**src/rtl/hazard_scoreboard.sv**
```systemverilog
// hazard_scoreboard
//   Decode-stage interlock and multi-cycle writeback sequencer. Stalls ID on
//   load-use hazards, on reads/writes of registers still owed by an in-flight
//   multi-cycle op, and on a second multi-cycle op while the unit is busy.
//   It also launches the multi-cycle unit and announces its writeback register.
//
// Ports
//   clk, reset           : clock, synchronous active-high reset
//   ID_*                 : decode-stage instruction fields
//   EX_MemRead/EX_WriteRegister/EX_BranchTaken : execute-stage status
//   PC_Write, IFID_Write, IDEX_Bubble, IFID_Flush : pipeline control (combinational)
//   MC_Start, MC_Done, MC_WriteRegister, MC_Busy : multi-cycle unit sequencing
//   Pending              : per-register "result owed by multi-cycle op" bits
//   StallCycles          : saturating stall-cycle counter
module hazard_scoreboard #(
  parameter int MC_LAT = 4,
  parameter int NREG   = 32
) (
  input  logic            clk,
  input  logic            reset,
  input  logic            ID_Valid,
  input  logic [4:0]      ID_rs,
  input  logic [4:0]      ID_rt,
  input  logic            ID_UseRs,
  input  logic            ID_UseRt,
  input  logic            ID_MultiCycle,
  input  logic            ID_RegWrite,
  input  logic [4:0]      ID_WriteRegister,
  input  logic            EX_MemRead,
  input  logic [4:0]      EX_WriteRegister,
  input  logic            EX_BranchTaken,
  output logic            PC_Write,
  output logic            IFID_Write,
  output logic            IDEX_Bubble,
  output logic            IFID_Flush,
  output logic            MC_Start,
  output logic            MC_Done,
  output logic [4:0]      MC_WriteRegister,
  output logic            MC_Busy,
  output logic [NREG-1:0] Pending,
  output logic [15:0]     StallCycles
);

  localparam logic [0:0] S_IDLE = 1'b0;
  localparam logic [0:0] S_BUSY = 1'b1;

  // Counter is loaded in the MC_Start cycle and reaches zero in the MC_Done cycle.
  localparam logic [3:0] CNT_LOAD = 4'(MC_LAT - 1);

  logic [0:0]      state_q, state_d;
  logic [3:0]      cnt_q, cnt_d;
  logic            start_q, start_d;
  logic [4:0]      mc_wr_q, mc_wr_d;
  logic [NREG-1:0] pending_q, pending_d;
  logic [15:0]     stall_cnt_q, stall_cnt_d;

  logic lu, sb, st, stall, issue, done;

  function automatic logic [15:0] sat_inc16(input logic [15:0] v);
    return (v == 16'hFFFF) ? v : v + 16'd1;
  endfunction

  function automatic logic [NREG-1:0] reg_mask(input logic [4:0] r);
    logic [NREG-1:0] m;
    m    = '0;
    m[r] = 1'b1;
    return m;
  endfunction

  // Hazard detection (current inputs and state)
  always_comb begin
    done  = (state_q == S_BUSY) && (cnt_q == 4'd0);
    lu    = EX_MemRead && (EX_WriteRegister != 5'd0) &&
            ((ID_UseRs && (ID_rs == EX_WriteRegister)) ||
             (ID_UseRt && (ID_rt == EX_WriteRegister)));
    // Last term is the write-after-write check against the in-flight result.
    sb    = (ID_UseRs && pending_q[ID_rs]) ||
            (ID_UseRt && pending_q[ID_rt]) ||
            (ID_RegWrite && pending_q[ID_WriteRegister]);
    // The unit frees up in its MC_Done cycle, so a new op may issue there.
    st    = ID_MultiCycle && (state_q == S_BUSY) && !done;
    stall = ID_Valid && (lu || sb || st) && !EX_BranchTaken;
    issue = ID_Valid && ID_MultiCycle && !stall && !EX_BranchTaken;
  end

  // Pipeline control outputs
  always_comb begin
    PC_Write    = 1'b1;
    IFID_Write  = 1'b1;
    IDEX_Bubble = 1'b0;
    IFID_Flush  = 1'b0;
    if (!reset) begin
      if (EX_BranchTaken) begin
        IFID_Flush  = 1'b1;
        IDEX_Bubble = 1'b1;
      end else if (stall) begin
        PC_Write    = 1'b0;
        IFID_Write  = 1'b0;
        IDEX_Bubble = 1'b1;
      end
    end
  end

  // Next-state logic for the sequencer and scoreboard
  always_comb begin
    state_d     = state_q;
    cnt_d       = cnt_q;
    start_d     = issue;
    mc_wr_d     = mc_wr_q;
    pending_d   = pending_q;
    stall_cnt_d = stall ? sat_inc16(stall_cnt_q) : stall_cnt_q;

    if (state_q == S_BUSY && cnt_q != 4'd0)
      cnt_d = cnt_q - 4'd1;

    if (done) begin
      state_d   = S_IDLE;
      pending_d = pending_d & ~reg_mask(mc_wr_q);
    end

    // Applied after the clear so a same-register re-issue keeps its bit.
    if (issue) begin
      state_d = S_BUSY;
      cnt_d   = CNT_LOAD;
      mc_wr_d = ID_WriteRegister;
      if (ID_RegWrite && ID_WriteRegister != 5'd0)
        pending_d = pending_d | reg_mask(ID_WriteRegister);
    end
  end

  // State registers
  always_ff @(posedge clk) begin
    if (reset) begin
      state_q     <= S_IDLE;
      cnt_q       <= 4'd0;
      start_q     <= 1'b0;
      mc_wr_q     <= 5'd0;
      pending_q   <= '0;
      stall_cnt_q <= 16'd0;
    end else begin
      state_q     <= state_d;
      cnt_q       <= cnt_d;
      start_q     <= start_d;
      mc_wr_q     <= mc_wr_d;
      pending_q   <= pending_d;
      stall_cnt_q <= stall_cnt_d;
    end
  end

  assign MC_Start         = start_q;
  // Reset drops an in-flight op, so its completion must never be seen.
  assign MC_Done          = done && !reset;
  assign MC_Busy          = (state_q == S_BUSY);
  assign MC_WriteRegister = mc_wr_q;
  assign Pending          = pending_q;
  assign StallCycles      = stall_cnt_q;

endmodule

```
**config.mk**
```make
export PLATFORM = sky130hd
export DESIGN_NAME = hazard_scoreboard
export DESIGN_NICKNAME = d
export VERILOG_FILES = /design/src/rtl/hazard_scoreboard.sv
export SDC_FILE = /design/constraint.sdc
export NUM_CORES = 1
export LEC_CHECK = 0
export ABC_AREA = 1
export CORE_UTILIZATION = 45
export DETAILED_ROUTE_END_ITERATION = 12
export PLACE_DENSITY = 0.71
export SYNTH_ARGS = -nofsm -noshare
export SYNTH_HDL_FRONTEND = slang
export SYNTH_SLANG_ARGS = --single-unit
export TNS_END_PERCENT = 1
```
**constraint.sdc**
```tcl
create_clock -name clk -period 7.9 [get_ports clk]
set_input_delay 2.37 -clock clk [delete_from_list [all_inputs] [get_ports clk]]
set_output_delay 2.37 -clock clk [all_outputs]
set_load 0.005 [all_outputs]
```
==> results.sh, run 1 <==
export IMPL_status="finished, final reports clean"
export IMPL_drt_vias_per_instance=5.68
export IMPL_finalSetupTns_ps=0
export IMPL_synth_compound_area_share_pct=18.2
export IMPL_fp_row_count=36
export IMPL_place_gp_congestion=0.922
export IMPL_synth_edff_count=0
export IMPL_core_sq_um=9680
export IMPL_critPathMaxFanout=15
export IMPL_end_kind="output port"
export IMPL_grt_start_max_net_pins=42
export IMPL_initial_core_util_pct=46.2
export IMPL_synth_top_family_by_area="simple AND/OR/NAND/NOR gates"
export IMPL_synthXorXnorAreaFrac_pct=2.74
export IMPL_drt_initial_drc_count=509
export IMPL_wl_per_cell_um=16.1
export IMPL_synth_cell_types=30
export IMPL_worstPathRequired_ps=5530
export IMPL_synth_most_common_cell="nand2_1"
export IMPL_overflow=0
export IMPL_cts_made_buffers=9
export IMPL_cap_violations=0
export IMPL_cts_tree="yes"
export IMPL_clk_transition_reported_paths_ps=70
export IMPL_fin_area_sq_um=5570
export IMPL_wl_um=15700
export IMPL_hold_viol_final=0
export IMPL_tightest_slew_ps=1370
export IMPL_muxShareOfSynthArea_pct=0
export IMPL_ys_flop_type="dfxtp_1"
export IMPL_avgSynthCellArea_sq_um=5.81
export IMPL_placed_cell_area_sq_um=5400
export IMPL_drt_drc_violations_left=0
export IMPL_synth_simple_gate_area_share_pct=39.5
export IMPL_dp_hpwl_um=11400
export IMPL_setup_viol=0
export IMPL_max_freq_ghz=0.137
export IMPL_ys_warn_count=0
export IMPL_areaGrowthSynthToFinish_pct=24.5
export IMPL_antennaDiodeCount=0
export IMPL_hold_class="reg2reg"
export IMPL_critPathLaunchType="input pin"
export IMPL_io_pins=89
export IMPL_cts_setup_buffers=0
export IMPL_nets=870
export IMPL_synth_seq_cells=59
export IMPL_ys_async_sr_fraction_pct=0
export IMPL_max_vdd_ir_drop_mv=0.119
export IMPL_synthCells=770
export IMPL_dieArea_sq_um=10300
export IMPL_first_pass_iters=5
export IMPL_cts_max_path_buffers=2
export IMPL_layout_drive_gt1_share_pct=4.28
export IMPL_powerDensity_nw_per_um2=121
export IMPL_power_w=0.000677
export IMPL_grt_pass1_vias=4998
export IMPL_antenna_found_initial=0
export IMPL_clock_latency_ps=350
export IMPL_yosysSeqAreaShare_pct=26.4
export IMPL_max_slew_margin_pct=8.41
export IMPL_track_usage_pct=31.3
export IMPL_period_needed_ps=7310
export IMPL_clock_skew_ps=9.07
export IMPL_post_cts_resized=0
export IMPL_yosysTopAreaCell="dfxtp_1"
export IMPL_cp_arrival_ps=4940
export IMPL_synthTopCellsByCount="nand2_1 (258), inv_1 (93), nand3_1 (64)"
export IMPL_cts_root_buf="clkbuf_8"
export IMPL_synth_area_sq_um=4480
export IMPL_clock_sinks=59
export IMPL_rsz0062_at_grt="false"
export IMPL_detail_route_antenna_nets=0
export IMPL_htree_levels=3
export IMPL_syn_nets=802
export IMPL_fin_crit_sh_pct=92.5
export IMPL_leakage_nw=2.34
export IMPL_die_w_um=102
export IMPL_drv_slew=0
export IMPL_synth_adder_area_share_pct=0.839
export IMPL_ctsHoldBuffers=0
export IMPL_port_buffer_count=88
export IMPL_synth_area_top_cells="dfxtp_1 (26%), nand2_1 (22%), inv_1 (7.8%), nand3_1 (7.2%), a21oi_1 (7.0%)"
export IMPL_die_h_um=102
export IMPL_synth_top_area_share_pct=26.4
export IMPL_grt_pass1_wl_um=24800
export IMPL_worst_setup_path_type="in2out"
export IMPL_vias=5540
export IMPL_hold_ws_ps=498
[worst max-delay path: stages]
cell,delay [ps]
clkdlybuf4s50_1,800
inv_2,210
nand2_1,100
nand3_1,70
nand3_1,90
nand2_1,90
nand2_1,70
nand3_1,70
nand3_1,100
nand3_2,150
nand3_1,150
inv_1,70
nand2_1,80
clkdlybuf4s50_1,510
[layout by cell type (no fill, tap or decap)]
master           count
clkbuf_1             1
nand2_2              1
o21ai_2              1
clkinv_2             2
clkinv_1             1
xor2_1               9
inv_2                6
nand3_1             64
nor3_1              12
clkdlybuf4s50_1     87
nand2_1            258
nor2_4               1
a31oi_1              2
nand4_2              1
nor3_2               1
dfxtp_1             59
buf_4                7
nor2_2               1
nand3b_1             1
buf_2                1
a21oi_1             63
nand3_2              2
inv_1               93
nor3b_1              1
ha_1                 3
o21ai_1             13
clkbuf_8            12
o31ai_1             31
xnor2_1              5
o211ai_1             1
o21ai_0             35
nand4_1             34
nor2_1              33
[layout make-up]
| type | count | area (sq um) |
|---|---|---|
| Fill cell | 982 | 4110 |
| Multi-Input combinational cell | 573 | 2740 |
| Tap cell | 133 | 166 |
| Clock inverter | 2 | 10.0 |
| Sequential cell | 59 | 1180 |
| Inverter | 100 | 375 |
| Timing Repair Buffer | 95 | 928 |
| Clock buffer | 13 | 169 |
[registers in the layout, indices dropped and copies added (netlist names)]
name              cells
Pending              32
StallCycles          16
MC_WriteRegister      5
cnt_q                 4
MC_Busy               1
MC_Start              1
[cell families after synthesis]
kind of cell | after synthesis
and+or+nand+nor | 410
AOI/OAI and AO/OA | 146
buffers and inverters | 138
DFF | 59
xor gates and xnor gates | 14
adders and majority gates | 3
[worst paths after layout]
kind                 start             endpoint  slack [ps]  cells after the start
setup / recovery  ID_rt[0]           IFID_Write         590                     14
setup reg to reg  cnt_q[0]  MC_WriteRegister[1]        4700                     15
hold reg to reg   cnt_q[0]             cnt_q[0]         500                      2
hold / removal    cnt_q[0]             cnt_q[0]         500                      2
[stage by stage]
step / utilization, % / std cells / setup slack (ps)
6_report: 57.6 / 975 / 593
5_1_grt: 57.6 / 975 / 338
4_1_cts: 57.6 / 975 / 617
3_5_place_dp: 55.7 / 960 / 634
3_3_place_gp: 55.7 / 960 / 660
2_1_floorplan: - / 770 / 1960
[where the power goes]
| group | leakage, nW | switching [W] | internal (W) |
|---|---|---|---|
| clock network | 0.0953 | 0.000122 | 0.000137 |
| registers | 0.476 | 0.00000339 | 0.000300 |
| logic | 1.77 | 0.0000777 | 0.0000365 |
| total | 2.34 | 0.000203 | 0.000474 |
[routing by layer]
layer	global-route usage (%)	wire, um	vias up
met5	0	0	-
met3	3.38	1750	45
met2	49.6	7020	319
li1	-	-	2666
met4	15.9	490	0
met1	41.9	6430	2510
Power figures use the tool's default switching activity.
==> run 2: changes to the inputs <==
--- a/config.mk
+++ b/config.mk
@@ -9,6 +9,7 @@
 export CORE_UTILIZATION = 45
 export DETAILED_ROUTE_END_ITERATION = 12
 export PLACE_DENSITY = 0.71
+export SLEW_MARGIN = 20
 export SYNTH_ARGS = -nofsm -noshare
 export SYNTH_HDL_FRONTEND = slang
 export SYNTH_SLANG_ARGS = --single-unit
==> constraint.sdc (replaced) <==
create_clock -name clk -period 8.35 [get_ports clk]
set_input_delay 2.505 -clock clk [delete_from_list [all_inputs] [get_ports clk]]
set_output_delay 2.505 -clock clk [all_outputs]
set_load 0.005 [all_outputs]
==> results.sh, run 2 (synthesis results as in run 1) <==
export IMPL_period_needed_ps=7680
export IMPL_first_pass_iters=6
export IMPL_grt_start_max_net_pins=42
export IMPL_place_gp_congestion=0.961
export IMPL_post_cts_resized=0
export IMPL_hold_class="reg2reg"
export IMPL_cts_setup_buffers=0
export IMPL_worstPathRequired_ps=5850
export IMPL_layout_drive_gt1_share_pct=4.51
export IMPL_finalSetupTns_ps=0
export IMPL_p_comb_share_pct=16.8
export IMPL_grt_pass1_wl_um=24700
export IMPL_rsz0062_at_grt="false"
export IMPL_layout_commonest_cell="nand2_1"
export IMPL_cts_made_buffers=9
export IMPL_clock_sinks=59
export IMPL_cts_max_path_buffers=2
export IMPL_max_freq_ghz=0.130
export IMPL_core_sq_um=9680
export IMPL_cts_root_buf="clkbuf_8"
export IMPL_htree_levels=3
export IMPL_drt_drc_violations_left=0
export IMPL_seqPwrFrac_pct=45.2
export IMPL_p_clk_share_pct=38.0
export IMPL_swShare_pct=30.7
export IMPL_io_pins=89
export IMPL_p_int_w=0.000440
export IMPL_status="finished, final reports clean"
export IMPL_cap_violations=0
export IMPL_critPathLaunchType="input pin"
export IMPL_fin_util_pct=57.6
export IMPL_leakage_nw=2.34
export IMPL_crit_slowest_cell="clkdlybuf4s50_1"
export IMPL_layout_common_cells="nand2_1 (258), inv_1 (93), clkdlybuf4s50_1 (87)"
export IMPL_max_vdd_ir_drop_mv=0.0835
export IMPL_setup_viol=0
export IMPL_worst_setup_path_type="in2out"
export IMPL_max_stage_delay_ps=850
export IMPL_dieArea_sq_um=10300
export IMPL_detail_route_antenna_nets=0
export IMPL_drv_slew=0
export IMPL_regArea_sq_um=1180
export IMPL_end_kind="output port"
export IMPL_dp_hpwl_um=11300
export IMPL_port_buffer_count=88
export IMPL_initial_core_util_pct=46.2
export IMPL_tightest_slew_ps=1060
export IMPL_track_usage_pct=30.9
export IMPL_powerDensity_nw_per_um2=114
export IMPL_nFillCells=963
export IMPL_cp_arrival_ps=5180
export IMPL_antenna_found_initial=0
export IMPL_ctsHoldBuffers=0
export IMPL_drt_initial_drc_count=487
export IMPL_drt_vias_per_instance=5.67
export IMPL_antennaDiodeCount=0
export IMPL_max_slew_margin_pct=29.2
export IMPL_largest_reg_flops=32
export IMPL_wl_um=15600
export IMPL_die_h_um=102
export IMPL_wl_per_cell_um=16.0
export IMPL_clk_transition_reported_paths_ps=70
export IMPL_overflow=0
export IMPL_multi_input_area_sq_um=2740
export IMPL_hold_viol_final=0
export IMPL_clock_skew_ps=10.6
export IMPL_cts_tree="yes"
export IMPL_vias=5538
export IMPL_fp_row_count=36
export IMPL_die_w_um=102
export IMPL_cp_cell_sequence="clkdlybuf4s50_1 > inv_2 > nand2_1 > nand2_1 > nand2_1 > nand2_1 > nor2_1 > nand2_1 > a21oi_1 > nand3_2 > nand3_1 > inv_1 > nand2_1 > clkdlybuf4s50_1"
export IMPL_clock_latency_ps=350
export IMPL_power_switching_w=0.000195
export IMPL_grt_pass1_vias=4997
export IMPL_crit_top_cell="nand2_1"
export IMPL_nets=870
export IMPL_critPathMaxFanout=12
export IMPL_fin_crit_sh_pct=92.0
export IMPL_areaGrowthSynthToFinish_pct=24.5
[run 2: cell types whose count changed in the layout (fill, tap and decap cells not counted), sizes merged]
cell | before | now
clkbuf | 13 | 11
clkinv | 3 | 5
clkinvlp | 0 | 1
[run 2: worst paths after layout]
path / from / end / slack [ps] / depth (start not counted)
min: cnt_q[0] / cnt_q[0] / 490 / 2
max reg2reg: cnt_q[0] / MC_WriteRegister[0] / 5030 / 15
max: ID_WriteRegister[1] / PC_Write / 670 / 14
min reg2reg: cnt_q[0] / cnt_q[0] / 490 / 2
[run 2: critical path: cells and delay by family]
kind | cells | cell delay [ps]
simple gates | 9 | 840
buf+inv | 4 | 1650
compound gates | 1 | 190
[run 2: stage by stage]
stage,hold slack (ps),worst slack (ps),total power [W],instance area [sq um],instances
floorplan,465,2140,0.000356,4480,770
global placement,483,795,0.000396,5400,960
detailed placement,487,746,0.000398,5400,960
CTS,496,737,0.000638,5570,976
global route,529,478,0.000665,5570,976
finish,491,667,0.000636,5570,976
[run 2: final cells by class]
| type | instances | share of cell area (%) |
|---|---|---|
| Clock buffer | 11 | 2.72 |
| Inverter | 100 | 6.73 |
| Clock inverter | 5 | 0.494 |
| Timing Repair Buffer | 95 | 16.7 |
| Multi-Input combinational cell | 573 | 49.2 |
| Sequential cell | 59 | 21.2 |
| Tap cell | 133 | 2.99 |
[run 2: power groups by stage]
| stage | clock (W) | sequential (W) | combinational, W |
|---|---|---|---|
| floorplan | 0 | 0.000293 | 0.0000629 |
| global placement | 0 | 0.000294 | 0.000103 |
| detailed placement | 0 | 0.000294 | 0.000104 |
| CTS | 0.000246 | 0.000287 | 0.000105 |
| global route | 0.000261 | 0.000288 | 0.000116 |
| finish | 0.000241 | 0.000287 | 0.000107 |
[run 2: routing by layer]
layer	track usage, %	wire length [um]
met1	40.4	6510
met2	49.2	6950
met3	6.00	1660
met4	13.5	455
met5	0	0
